`src/rtl/flit_depacketizer.sv`:
```
// Head/body/tail flit depacketizer: checks packet framing, streams one payload word
// per body flit over valid/ready, and keeps good-packet and error counts.
module flit_depacketizer #(
  parameter int unsigned FLIT_W    = 256,
  parameter int unsigned DATA_W    = 16,
  parameter int unsigned LEN_W     = 8,
  parameter logic [15:0] TAIL_MARK = 16'hFFFF,
  parameter int unsigned CNT_W     = 16
) (
  input  logic              clk,
  input  logic              reset,
  input  logic [FLIT_W-1:0] flit_in,
  input  logic              flit_valid,
  output logic              flit_ready,
  output logic [DATA_W-1:0] data_out,
  output logic              data_valid,
  input  logic              data_ready,
  output logic              data_last,
  output logic              packet_end,
  output logic              err,
  output logic [1:0]        err_code,
  output logic [CNT_W-1:0]  pkt_count,
  output logic [CNT_W-1:0]  err_count
);

  localparam logic [1:0] T_BODY = 2'b00;
  localparam logic [1:0] T_HEAD = 2'b01;
  localparam logic [1:0] T_TAIL = 2'b10;

  localparam logic [1:0] E_NO_HEAD    = 2'd1;
  localparam logic [1:0] E_EARLY_HEAD = 2'd2;
  localparam logic [1:0] E_LENGTH     = 2'd3;

  typedef enum logic [1:0] {IDLE, BODY, TAIL, DROP} state_t;

  state_t            state_q, state_d;
  logic [LEN_W-1:0]  len_q, len_d;
  logic [LEN_W-1:0]  beat_q, beat_d;
  logic [DATA_W-1:0] data_out_d;
  logic              data_valid_d, data_last_d, packet_end_d, err_d;
  logic [1:0]        err_code_d;
  logic [CNT_W-1:0]  pkt_count_d, err_count_d;

  logic [1:0]        ftype;
  logic [LEN_W-1:0]  head_len;
  logic              accept, start_pkt, last_beat;
  logic              unused_flit;

  assign ftype       = flit_in[17:16];
  assign head_len    = flit_in[FLIT_W-1 -: LEN_W];
  assign unused_flit = ^flit_in;

  // Next-state, output-register and counter logic for every accepted flit.
  always_comb begin
    state_d      = state_q;
    len_d        = len_q;
    beat_d       = beat_q;
    data_out_d   = data_out;
    data_valid_d = data_valid && !data_ready;
    data_last_d  = data_last;
    packet_end_d = 1'b0;
    err_d        = 1'b0;
    err_code_d   = 2'd0;
    pkt_count_d  = pkt_count;
    err_count_d  = err_count;
    start_pkt    = 1'b0;
    last_beat    = (beat_q == len_q - LEN_W'(1));

    // BODY stalls only when the single output register is full and not draining.
    flit_ready = (state_q == BODY) ? (!data_valid || data_ready) : 1'b1;
    accept     = flit_valid && flit_ready;

    if (accept) begin
      unique case (state_q)
        IDLE: begin
          if (ftype == T_HEAD) begin
            start_pkt = 1'b1;
          end else begin
            err_d      = 1'b1;
            err_code_d = E_NO_HEAD;
          end
        end
        BODY: begin
          case (ftype)
            T_BODY: begin
              data_out_d   = flit_in[FLIT_W-1 -: DATA_W];
              data_valid_d = 1'b1;
              data_last_d  = last_beat;
              if (last_beat) state_d = TAIL;
              else           beat_d  = beat_q + LEN_W'(1);
            end
            T_HEAD: begin
              err_d      = 1'b1;
              err_code_d = E_EARLY_HEAD;
              start_pkt  = 1'b1;
            end
            default: begin
              err_d      = 1'b1;
              err_code_d = E_LENGTH;
              state_d    = IDLE;
            end
          endcase
        end
        TAIL: begin
          case (ftype)
            T_TAIL: begin
              state_d = IDLE;
              if (flit_in[15:0] == TAIL_MARK) begin
                packet_end_d = 1'b1;
              end else begin
                err_d      = 1'b1;
                err_code_d = E_LENGTH;
              end
            end
            T_HEAD: begin
              err_d      = 1'b1;
              err_code_d = E_EARLY_HEAD;
              start_pkt  = 1'b1;
            end
            default: begin
              err_d      = 1'b1;
              err_code_d = E_LENGTH;
              state_d    = DROP;
            end
          endcase
        end
        DROP: begin
          if (ftype == T_TAIL)      state_d   = IDLE;
          else if (ftype == T_HEAD) start_pkt = 1'b1;
        end
        default: state_d = IDLE;
      endcase
    end

    // A head always opens a fresh packet; zero length goes straight to the tail.
    if (start_pkt) begin
      len_d  = head_len;
      beat_d = '0;
      if (head_len != '0) state_d = BODY;
      else                state_d = TAIL;
    end

    if (packet_end_d && (pkt_count != '1)) pkt_count_d = pkt_count + CNT_W'(1);
    if (err_d && (err_count != '1))        err_count_d = err_count + CNT_W'(1);
  end

  always_ff @(posedge clk) begin
    if (reset) begin
      state_q    <= IDLE;
      len_q      <= '0;
      beat_q     <= '0;
      data_out   <= '0;
      data_valid <= 1'b0;
      data_last  <= 1'b0;
      packet_end <= 1'b0;
      err        <= 1'b0;
      err_code   <= 2'd0;
      pkt_count  <= '0;
      err_count  <= '0;
    end else begin
      state_q    <= state_d;
      len_q      <= len_d;
      beat_q     <= beat_d;
      data_out   <= data_out_d;
      data_valid <= data_valid_d;
      data_last  <= data_last_d;
      packet_end <= packet_end_d;
      err        <= err_d;
      err_code   <= err_code_d;
      pkt_count  <= pkt_count_d;
      err_count  <= err_count_d;
    end
  end

endmodule

```
`config.mk`:
```
export PLATFORM = sky130hd
export DESIGN_NAME = flit_depacketizer
export DESIGN_NICKNAME = d
export VERILOG_FILES = /design/src/rtl/flit_depacketizer.sv
export SDC_FILE = /design/constraint.sdc
export NUM_CORES = 1
export LEC_CHECK = 0
export CAP_MARGIN = 20
export CORE_AREA = 2 2 122 124
export DETAILED_ROUTE_END_ITERATION = 10
export DIE_AREA = 0 0 124 126
export GPL_ROUTABILITY_DRIVEN = 0
export MAX_ROUTING_LAYER = met4
export PLACE_DENSITY_LB_ADDON = 0.15
export SYNTH_ARGS = -nofsm -noshare
export SYNTH_HDL_FRONTEND = slang
export SYNTH_SLANG_ARGS = --single-unit
```
`constraint.sdc`:
```
create_clock -name clk -period 4.6 [get_ports clk]
set_input_delay 0.92 -clock clk [delete_from_list [all_inputs] [get_ports clk]]
set_output_delay 0.92 -clock clk [all_outputs]
set_load 0.02 [all_outputs]
```
### Word-level counts from Yosys, hierarchy flattened

Cells that the tools add are included.

* logic and storage cells: 79
* output and inout bits: 55
* input port bits: 260
* flip-flop bits (word level): 72

* muxes and demuxes: 31
* add/subtract/negate cells: 4
* bitwise operators: 2
* reduce and logical (&&, ||, !) cells: 18
* equal/unequal tests: 13

Operator list (count)
* 16-bit by 1-bit adder with 16-bit output (second input constant): 2
* 16-bit != test (second input constant): 2
* 1-bit 2-to-1 mux: 17
* 16-bit == test (second input constant): 1
* 2-bit case mux with 2 select lines: 4
* 2-bit 2-to-1 mux: 6
* 2-bit case mux with 3 select lines: 2
* 3-bit != test (second input constant): 3
* 8-bit by 1-bit adder with 8-bit output (second input constant): 1
* 8-bit == test: 1
* 8-bit nonzero test: 1
* 8-bit by 1-bit subtractor with 8-bit output (second input constant): 1
* 2-bit == test (second input constant): 3
* 6-bit AND reduction: 1
* 2-bit by 1-bit == test with 1-bit output (second input constant): 2
* 1-bit logical AND: 4
* 2-bit logical NOT: 2
* 4-bit != test (second input constant): 1
* 4-bit AND reduction: 1
* 4-bit nonzero test: 1
* 2-bit OR reduction: 2
* 1-bit case mux with 3 select lines: 1
* 3-bit AND reduction: 1
* 3-bit OR reduction: 1
* 5 further kinds: 7

### Logic depth before layout (Yosys ltp)

Gate-level depths: netlist of the first run.

* depth in word-level cells: 7
* mapped depth: 9
* mapped depth without buffers: 8

### Worst setup path after synthesis of the first run

Ideal clock, no wire load.

* path type: input-to-reg
* start: input flit_in[7]
* end: register err_count[1]
* arrival time: 2.506 ns
* stages: 8
* path slack: 2.024 ns
* required time: 4.530 ns
* path buffers: 2
* path through: nand4_1 > nor4_1 > a21oi_1 > a21oi_1 > clkbuf_1 > clkbuf_1 > o21ai_0 > a21oi_1

* word-level cells in the longest chain between the ends: 6

RTL lines
* start: declaration: line 12 `input logic [FLIT_W-1:0] flit_in,`
* 16-bit == test: line 108 `if (flit_in[15:0] == TAIL_MARK) begin`
* 1-bit 2-to-1 mux: line 108
* 1-bit 2-to-1 mux: line 105 `case (ftype)`
* 1-bit case mux with 3 select lines: line 74 `unique case (state_q)`
* 1-bit 2-to-1 mux: line 73 `if (accept) begin`
* 1-bit logical AND: line 144 `if (err_d && (err_count != '1)) err_count_d = err_count + CNT_W'(1);`
* end signal: assignment: line 171 `err_count <= err_count_d;`
* end: declaration: line 23 `output logic [CNT_W-1:0] err_count`

No other way between the ends.
A chain may end at the register's enable or synchronous reset.

### Final worst setup path of the first run

* start: input data_ready
* end: output flit_ready

* word-level cells in the longest chain between the ends: 2

RTL lines
* start: declaration: line 17 `input logic data_ready,`
* 1-bit logical OR: line 70 `flit_ready = (state_q == BODY) ? (!data_valid || data_ready) : 1'b1;`
* 1-bit 2-to-1 mux: line 70
* end: declaration: line 14 `output logic flit_ready,`

No other way between the ends.

==> out/results.ini, run 1 <==
[global_routing]
grt_start_max_net_pins = 46
grt.busiest_layer = met2
grt_pass1_wl_um = 16300
grt_overflow_total = 0
antenna_found_initial = 0
grt_util_met1_pct = 18.81
grtUsageMet2_pct = 18.88
first_global_vias = 3247
grt.total_usage_pct = 13.55
met3_usage_pct = 3.578

[synthesis]
synthFlopType = dfxtp_1
ys_types = 46
yosys_warnings = 0
syn_avg_cell_area_um2 = 8.157
synth_edf_count = 0
ys_seq_elements = 72
synth-seq-area-share_pct = 40.44
asyncSetResetFlopFracSynth_pct = 0
syn_area_um2 = 3565
synth_top_area_share_pct = 40.44
synth_top_cell_by_area = dfxtp_1
synth.most_common_cell = dfxtp_1
syn_inst = 437
syn-num-nets = 705
synthTopCellsByArea = dfxtp_1 40%, a21oi_1 6.7%, nand2_1 5.4%, nor2_1 4.0%, mux2i_1 3.4%
synth.top_cells.by_count = 72 x dfxtp_1, 51 x nand2_1, 48 x a21oi_1

[hold_path]
hp-class = flop to flop
min_from = data_out[12]
hold_end = data_out[12]
hold_depth = 2

[worst_setup_path]
arrival_ps = 2300
worstSetupPathType = input port to primary output
critPathRequiredTime_ps = 3680
critPathLaunchType = input port
cp_max_fo = 4
crit_path_end_kind = primary output
r2r_start = len_q[2]
ff2ff_path_depth = 6
r2r_end = beat_q[7]
reg2reg_slack_ps = 1970

[timing]
finalSetupViolCount = 0
clock-skew-final_ps = 2.856
finalSetupTns_ps = 0
tightest_slew_ps = 700.9
post-route-period-util_pct = 69.95
fmax_ghz = 0.3108
finalCriticalPeriod_ps = 3218
relSlewSlack_pct = 52.85
grt_setup_unrepaired = false
hold_viol_final = 0
slew_viol_final = 0

[floorplan]
start_util_pct = 24.90
dieWidth_um = 124
dieArea_um2 = 15620
core-area_um2 = 14310
rows = 44
die_h_um = 126
io_pins = 315

[finish]
fin_nets = 794
antennaDiodeCount = 0
design_area_um2 = 4954
area_growth_pct = 38.96
fillers = 1490
layout-drive-gt1-share_pct = 6.403

[cts]
clk_pin_slew_worst_paths_ps = 60
clkLatencyLatePin_ps = 330
cts_tree = built
hold_buffers = 0
clk_path_buf_depth = 2
cts_resized = 0
cts_buffers = 9
post-cts-setup-buffers = 0
root_buffer = clkbuf_16
cts_htree_levels = 3
cts_num_sinks = 72

[detailed_routing]
dr_total_vias = 3457
drt_wl_total_um = 10010
ant_nets = 0
routed_via_density = 4.835
drtPass1Iterations = 5
drc = 0
dr.first_iter.drc_count = 97
wire_per_inst_um = 14.00

[job]
maxCapViolCount = 0

[power_and_ir_drop]
switchingPower_mw = 0.3469
combPwrFrac_pct = 8.9
seqPwrFrac_pct = 45.2
power_density_nw_per_um2 = 286.1
sw_frac_of_total_pct = 24.48
p_int_mw = 1.070
p_clk_share_pct = 45.9
vdd_drop_max_v = 0.0001285
leakage_nw = 1.700

[status]
run_status = completed

[placed_design]
place_hpwl_um = 7168
place_area_um2 = 4679
port_buffers = 92

layout make-up:
| cell class | count | area, um^2 | share of cell area, % |
|---|---|---|---|
| Clock buffer | 10 | 239.0 | 4.824 |
| Clock inverter | 6 | 35.03 | 0.7072 |
| Inverter | 11 | 41.29 | 0.8335 |
| Multi-Input combinational cell | 333 | 1998 | 40.34 |
| Sequential cell | 72 | 1441 | 29.10 |
| Tap cell | 184 | 230.2 | 4.648 |
| Timing Repair Buffer | 99 | 968.4 | 19.55 |
critical path, cell delays in order:
cell	delay (ps)
clkdlybuf4s50_1	420
nor2b_1	180
nand3b_1	160
clkdlybuf4s50_1	610
per-stage QoR:
step                      util [%]  hold WS, ps  setup slack [ps]  total power, mW  std cells
after global routing         34.61        475.8              1237            1.482        715
after detailed placement     32.69        447.0              1369           0.7807        699
after floorplan                  -        455.2              2024           0.7193        437
final                        34.61        453.4              1382            1.417        715
after global placement       32.69        442.8              1381           0.7790        699
after CTS                    34.61        455.0              1355            1.445        715
placed cells by master, fill, tap and decap left out, types with 12 or more instances in the layout:
cell and n:
mux2i_1 12, or3_1 14, nor2_1 38, nand4_1 17, nand3_1 23, clkdlybuf4s50_1 91, nand2_1 51, o21ai_0 14
xnor2_1 12, dfxtp_1 72, a21oi_1 48
kinds of logic (layout without fill, tap and decap cells):
logic type / Yosys count / count (layout) / synth area share (%)
buffers and inverters: 32 / 126 / 3.510
XOR/XNOR: 19 / 19 / 5.054
multiplexers: 15 / 15 / 4.317
AO/OA/AOI/OAI: 87 / 87 / 14.64
adder cells (fa/ha/maj): 8 / 8 / 2.808
AND/OR/NAND/NOR: 204 / 204 / 29.24
flip-flops: 72 / 72 / 40.44
routing by layer:
layer | wire (um) | share of wire, %
met2 | 4275 | 43
met5 | 0 | 0
met1 | 5058 | 51
met3 | 570 | 5.7
met4 | 102 | 1.0
power groups by stage:
stage          sequential (mW)  clock (mW)  combinational, mW
2_1_floorplan            0.657           0             0.0625
3_3_place_gp             0.654           0              0.125
5_1_grt                  0.642       0.701              0.139
4_1_cts                  0.640       0.677              0.127
6_report                 0.640       0.651              0.126
3_5_place_dp             0.654           0              0.127
registers in the layout, indices dropped and copies added (netlist names), 2 cells and up:
| register | count |
|---|---|
| beat_q | 8 |
| data_out | 16 |
| err_code | 2 |
| err_count | 16 |
| len_q | 8 |
| pkt_count | 16 |
| state_q | 2 |
worst max path at each step:
stage,slack (ps),cells after the start,from,end
6_report,1380,4,data_ready,flit_ready
4_1_cts,1360,4,data_ready,flit_ready
3_5_place_dp,1370,4,data_ready,flit_ready
2_1_floorplan,2020,8,flit_in[7],err_count[1]
3_3_place_gp,1380,4,data_ready,flit_ready
5_1_grt,1240,4,data_ready,flit_ready
Power figures use the tool's default switching activity.
==> run 2: changes to the inputs <==
==> constraint.sdc (replaced) <==
create_clock -name clk -period 3.2 [get_ports clk]
set_input_delay 0.64 -clock clk [delete_from_list [all_inputs] [get_ports clk]]
set_output_delay 0.64 -clock clk [all_outputs]
set_load 0.02 [all_outputs]
==> run 2 against run 1 <==
Compared with the run above: worst setup slack got worse by 850 ps; wire length rose by 0.62%; global-route usage is 0.57 points higher; largest cell class unchanged; largest power group unchanged.
==> out/results.ini, run 2 (synthesized netlist as in run 1, its figures left out) <==
[power_and_ir_drop]
leakage_nw = 1.735  ; +2.1%
power_density_nw_per_um2 = 427.1  ; +49%
vdd_drop_max_v = 0.0002122  ; +65%

[detailed_routing]
drtPass1Iterations = 4  ; -1
routed_via_density = 4.818  ; -0.35%
dr_total_vias = 3464  ; +0.20%
dr.first_iter.drc_count = 96  ; -1.0%
wire_per_inst_um = 14.00  ; about the same
drt_wl_total_um = 10070  ; +0.62%
drc = 0  ; unchanged
ant_nets = 0  ; unchanged

[cts]
cts_htree_levels = 3  ; unchanged
hold_buffers = 0  ; unchanged
post-cts-setup-buffers = 0  ; unchanged
clkLatencyLatePin_ps = 340  ; about the same
cts_tree = built
cts_resized = 0  ; unchanged
root_buffer = clkbuf_16
cts_num_sinks = 72  ; unchanged
cts_buffers = 9  ; unchanged
clk_path_buf_depth = 2  ; unchanged
clk_pin_slew_worst_paths_ps = 60  ; about the same

[worst_setup_path]
arrival_ps = 2030  ; -270 ps
path_cells = clkdlybuf4s50_1 > nor2b_1 > nand3b_1 > clkdlybuf4s50_1
cpMostUsedCell = clkdlybuf4s50_1
max_stage_delay_ps = 600  ; about the same
critPathTopFamily = buffers and inverters
crit_path_end_kind = primary output
cp_slowest_cell = clkdlybuf4s50_1
worstSetupPathType = input port to primary output
critical_path_buf_inv_count = 2  ; unchanged
critPathRequiredTime_ps = 2560  ; -1120 ps
cp_max_fo = 4  ; unchanged
ff2ff_path_depth = 6  ; unchanged
crit_cells = 4  ; unchanged
critPathLaunchType = input port

[floorplan]
io_pins = 315  ; unchanged
rows = 44  ; unchanged
core-area_um2 = 14310  ; unchanged
start_util_pct = 24.90  ; unchanged
dieArea_um2 = 15620  ; unchanged
dieWidth_um = 124  ; unchanged
die_h_um = 126  ; unchanged

[timing]
hold_viol_final = 0  ; unchanged
grt_setup_unrepaired = false
post-route-period-util_pct = 83.50
fmax_ghz = 0.3742
clock-skew-final_ps = 6.896  ; +4.040 ps
tightest_slew_ps = 900.1  ; +199.3 ps
finalSetupViolCount = 0  ; unchanged
slew_viol_final = 0  ; unchanged
whs_ps = 452.3  ; -1.138 ps
relSlewSlack_pct = 39.99  ; -13 points
finalWorstSetupSlack_ps = 527.9  ; -854.2 ps
finalCriticalPeriod_ps = 2672
finalSetupTns_ps = 0  ; unchanged

[finish]
final-seq-area_um2 = 1441  ; unchanged
multiInputGateArea_um2 = 1998  ; unchanged
top_regs = data_out (16), err_count (16), pkt_count (16)
layout-drive-gt1-share_pct = 6.916  ; +0.51 points
fin_nets = 798  ; +0.50%
design_area_um2 = 5011  ; +1.2%
area_growth_pct = 40.58
fillers = 1515  ; +1.7%
layout_commonest_cell = clkdlybuf4s50_1
antennaDiodeCount = 0  ; unchanged
mostFrequentLayoutCells = 91 x clkdlybuf4s50_1, 72 x dfxtp_1, 51 x nand2_1, 48 x a21oi_1, 38 x nor2_1
fin_cells = 719  ; +0.56%

[placed_design]
dpl.cell_count = 703  ; +0.57%
place_area_um2 = 4706  ; +0.56%
place_hpwl_um = 7272  ; +1.4%
port_buffers = 92  ; unchanged
dp_worst_setup_slack_ps = 323.6  ; -1046 ps

[global_routing]
grt_start_max_net_pins = 46  ; unchanged
grt_pass1_wl_um = 16880  ; +3.6%
grt.total_usage_pct = 14.13  ; +0.57 points
grt_overflow_total = 0  ; unchanged
antenna_found_initial = 0  ; unchanged
first_global_vias = 3368  ; +3.7%

[job]
maxCapViolCount = 0  ; unchanged

[hold_path]
hold_depth = 2  ; unchanged
hp-class = flop to flop

[status]
run_status = completed

-- run 2: layer usage --
layer  global-route usage, %  wire length [um]  vias up
met5                       -                 0        -
met4                   5.552               151        0
met3                   3.804               510       11
met2                   19.72              4384       73
met1                   19.27              5023     1617
li1                        -                 -     1763
-- run 2: final timing paths --
kind                      from      endpoint  slack, ps
hold reg to reg   data_out[13]  data_out[13]        450
setup reg to reg      len_q[2]    state_q[0]        650
hold / removal    data_out[13]  data_out[13]        450
setup / recovery    data_ready    flit_ready        530
-- run 2: area by class of cell --
type,count,area share (%)
Tap cell,184,4.594
Multi-Input combinational cell,333,39.88
Inverter,11,0.8240
Clock buffer,10,4.769
Sequential cell,72,28.76
Timing Repair Buffer,103,19.85
Clock inverter,6,1.323
-- run 2: metrics by stage --
step | total power, mW | util [%]
floorplan | 1.034 | -
global placement | 1.122 | 32.85
detailed placement | 1.123 | 32.88
CTS | 2.183 | 35.01
global route | 2.237 | 35.01
finish | 2.140 | 35.01
-- run 2: tightest hold or removal path, stage by stage, from the launching register on --
cell     delay (ps)
dfxtp_1         300
nand2_1          50
a21oi_1          50
-- run 2: report_power, final --
| group | switching (mW) | internal, mW |
|---|---|---|
| logic | 0.0908 | 0.0914 |
| registers | 0.0119 | 0.908 |
| clock network | 0.411 | 0.627 |
| total | 0.513 | 1.63 |
==> run 3: changes to the inputs <==
==> constraint.sdc (replaced) <==
create_clock -name clk -period 2.7 [get_ports clk]
set_input_delay 0.54 -clock clk [delete_from_list [all_inputs] [get_ports clk]]
set_output_delay 0.54 -clock clk [all_outputs]
set_load 0.02 [all_outputs]
==> run 3 against run 2 <==
Compared with the run above: critical path depth unchanged; sequential cell count is the same; wire length grew 1.9%; first-iteration DRC count increased by 79%; worst hold slack got worse by 0.72 ps.
==> out/results.ini, run 3 (synthesized netlist as in run 1, its figures left out) <==
[status]
run_status = completed

[worst_setup_path]
cp_slowest_cell = clkdlybuf4s50_1
path_cells = clkdlybuf4s50_1 > nor2b_1 > nand3b_1 > clkdlybuf4s50_1
ff2ff_path_depth = 6  ; unchanged
critPathLaunchType = input port
r2r_start = len_q[4]
arrival_ps = 1950  ; -80 ps
cp_max_fo = 4  ; unchanged
cpMostUsedCell = clkdlybuf4s50_1
r2r_end = beat_q[7]
worstSetupPathType = input port to primary output
reg2reg_slack_ps = 230  ; -420 ps
max_stage_delay_ps = 600  ; about the same
crit_path_end_kind = primary output
critPathRequiredTime_ps = 2160  ; -400 ps

[finish]
area_growth_pct = 44.05
fin_nets = 807  ; +1.1%
mostFrequentLayoutCells = 91 x clkdlybuf4s50_1, 72 x dfxtp_1, 51 x nand2_1, 48 x a21oi_1, 38 x nor2_1
top_regs = data_out (16), err_count (16), pkt_count (16)
antennaDiodeCount = 0  ; unchanged
layout_commonest_cell = clkdlybuf4s50_1
layout-drive-gt1-share_pct = 8.824  ; +1.9 points
fin_cells = 728  ; +1.3%
post-route-util_pct = 35.87  ; +0.87 points

[cts]
cts_htree_levels = 3  ; unchanged
cts_num_sinks = 72  ; unchanged
cts_buffers = 9  ; unchanged
clk_path_buf_depth = 2  ; unchanged
post-cts-setup-buffers = 0  ; unchanged
root_buffer = clkbuf_16
cts_tree = built
clk_pin_slew_worst_paths_ps = 60  ; about the same
clkLatencyLatePin_ps = 340  ; about the same

[global_routing]
first_global_vias = 3287  ; -2.4%
grt_start_max_net_pins = 43  ; -6.5%
grt_overflow_total = 0  ; unchanged
grtUsageMet2_pct = 19.13  ; -0.58 points
grt.busiest_layer = met1
grt_pass1_wl_um = 16390  ; -2.9%
met3_usage_pct = 4.348  ; +0.54 points
grt.total_usage_pct = 13.89  ; -0.24 points
antenna_found_initial = 0  ; unchanged
grt_util_met1_pct = 19.16  ; -0.11 points

[placed_design]
port_buffers = 92  ; unchanged
place_hpwl_um = 7381  ; +1.5%
dpl.cell_count = 712  ; +1.3%

[timing]
finalCriticalPeriod_ps = 2491
clock-skew-final_ps = 3.857  ; -3.039 ps
hold_viol_final = 0  ; unchanged
relSlewSlack_pct = 60.76  ; +21 points
fmax_ghz = 0.4015
post-route-period-util_pct = 92.25
tightest_slew_ps = 588.6  ; -311.5 ps
slew_viol_final = 0  ; unchanged
grt_setup_unrepaired = false
finalSetupTns_ps = 0  ; unchanged
finalSetupViolCount = 0  ; unchanged

[floorplan]
dieArea_um2 = 15620  ; unchanged
io_pins = 315  ; unchanged
dieWidth_um = 124  ; unchanged
core-area_um2 = 14310  ; unchanged
die_h_um = 126  ; unchanged
rows = 44  ; unchanged
start_util_pct = 24.90  ; unchanged

[detailed_routing]
ant_nets = 0  ; unchanged
dr.first_iter.drc_count = 172  ; +79%
wire_per_inst_um = 14.10  ; +0.66%
routed_via_density = 4.783  ; -0.72%
dr_total_vias = 3482  ; +0.52%
drt_wl_total_um = 10260  ; +1.9%
drc = 0  ; unchanged
drtPass1Iterations = 4  ; unchanged

[job]
maxCapViolCount = 0  ; unchanged

[power_and_ir_drop]
power_density_nw_per_um2 = 516.5  ; +21%
vdd_drop_max_v = 0.0002310  ; +8.9%
leakage_nw = 1.794  ; +3.4%

[hold_path]
min_from = data_out[12]
hold_end = data_out[12]
hold_depth = 2  ; unchanged
hp-class = flop to flop

## run 3: cell types whose count changed in the layout (fill, tap and decap cells not counted), sizes merged
cell      delta
buf          +9
bufinv       +1
clkinv       -2
clkinvlp     +2
inv          -1
## run 3: what timing repair did
action                                  4_1_cts  5_1_grt
endpoints found under the hold margin         0        0
hold buffers                                  0        0
resized for setup                             0        1
endpoints found under the setup margin        0        3
## run 3: metal layers
metal  part of all wire [%]  up-vias  wire length (um)
met5                      0        -                 0
met4                    1.2        0               119
met3                    5.4        8               558
met2                     42       80              4359
met1                     51     1612              5225
li1                       -     1782                 -
## run 3: power breakdown
part           switching (mW)  internal (mW)
Combinational           0.115          0.122
Clock                   0.489          0.837
Sequential             0.0130           1.08
## run 3: through the flow
stage | setup slack [ps] | cell area, um^2 | hold slack (ps) | total power, mW
global placement | 55.36 | 4802 | 443.7 | 1.347
detailed placement | 43.47 | 4802 | 448.3 | 1.349
CTS | 132.0 | 5134 | 456.7 | 2.696
finish | 209.1 | 5135 | 451.5 | 2.652
floorplan | 406.7 | 3565 | 455.2 | 1.225
global route | 80.83 | 5135 | 477.5 | 2.765
## run 3: worst max path at each step
stage	startpoint	endpoint	slack (ps)	cells past startpoint
floorplan	len_q[2]	state_q[1]	410	7
global placement	flit_in[17]	err_count[13]	60	9
detailed placement	flit_in[16]	err_count[13]	40	9
CTS	len_q[4]	beat_q[7]	130	6
global route	len_q[4]	beat_q[4]	80	6
finish	data_ready	flit_ready	210	4
## run 3: layout make-up
class	instances	area (um^2)
Fill cell	1481	9179
Multi-Input combinational cell	333	1999
Sequential cell	72	1441
Timing Repair Buffer	112	1091
Clock buffer	10	239.0
Tap cell	184	230.2
Clock inverter	6	92.59
Inverter	11	41.29
## run 3: worst max-delay path: cells and delay by family
family | cells | cell delay, ps
buffers and inverters | 2 | 1010
AND/OR/NAND/NOR | 2 | 400
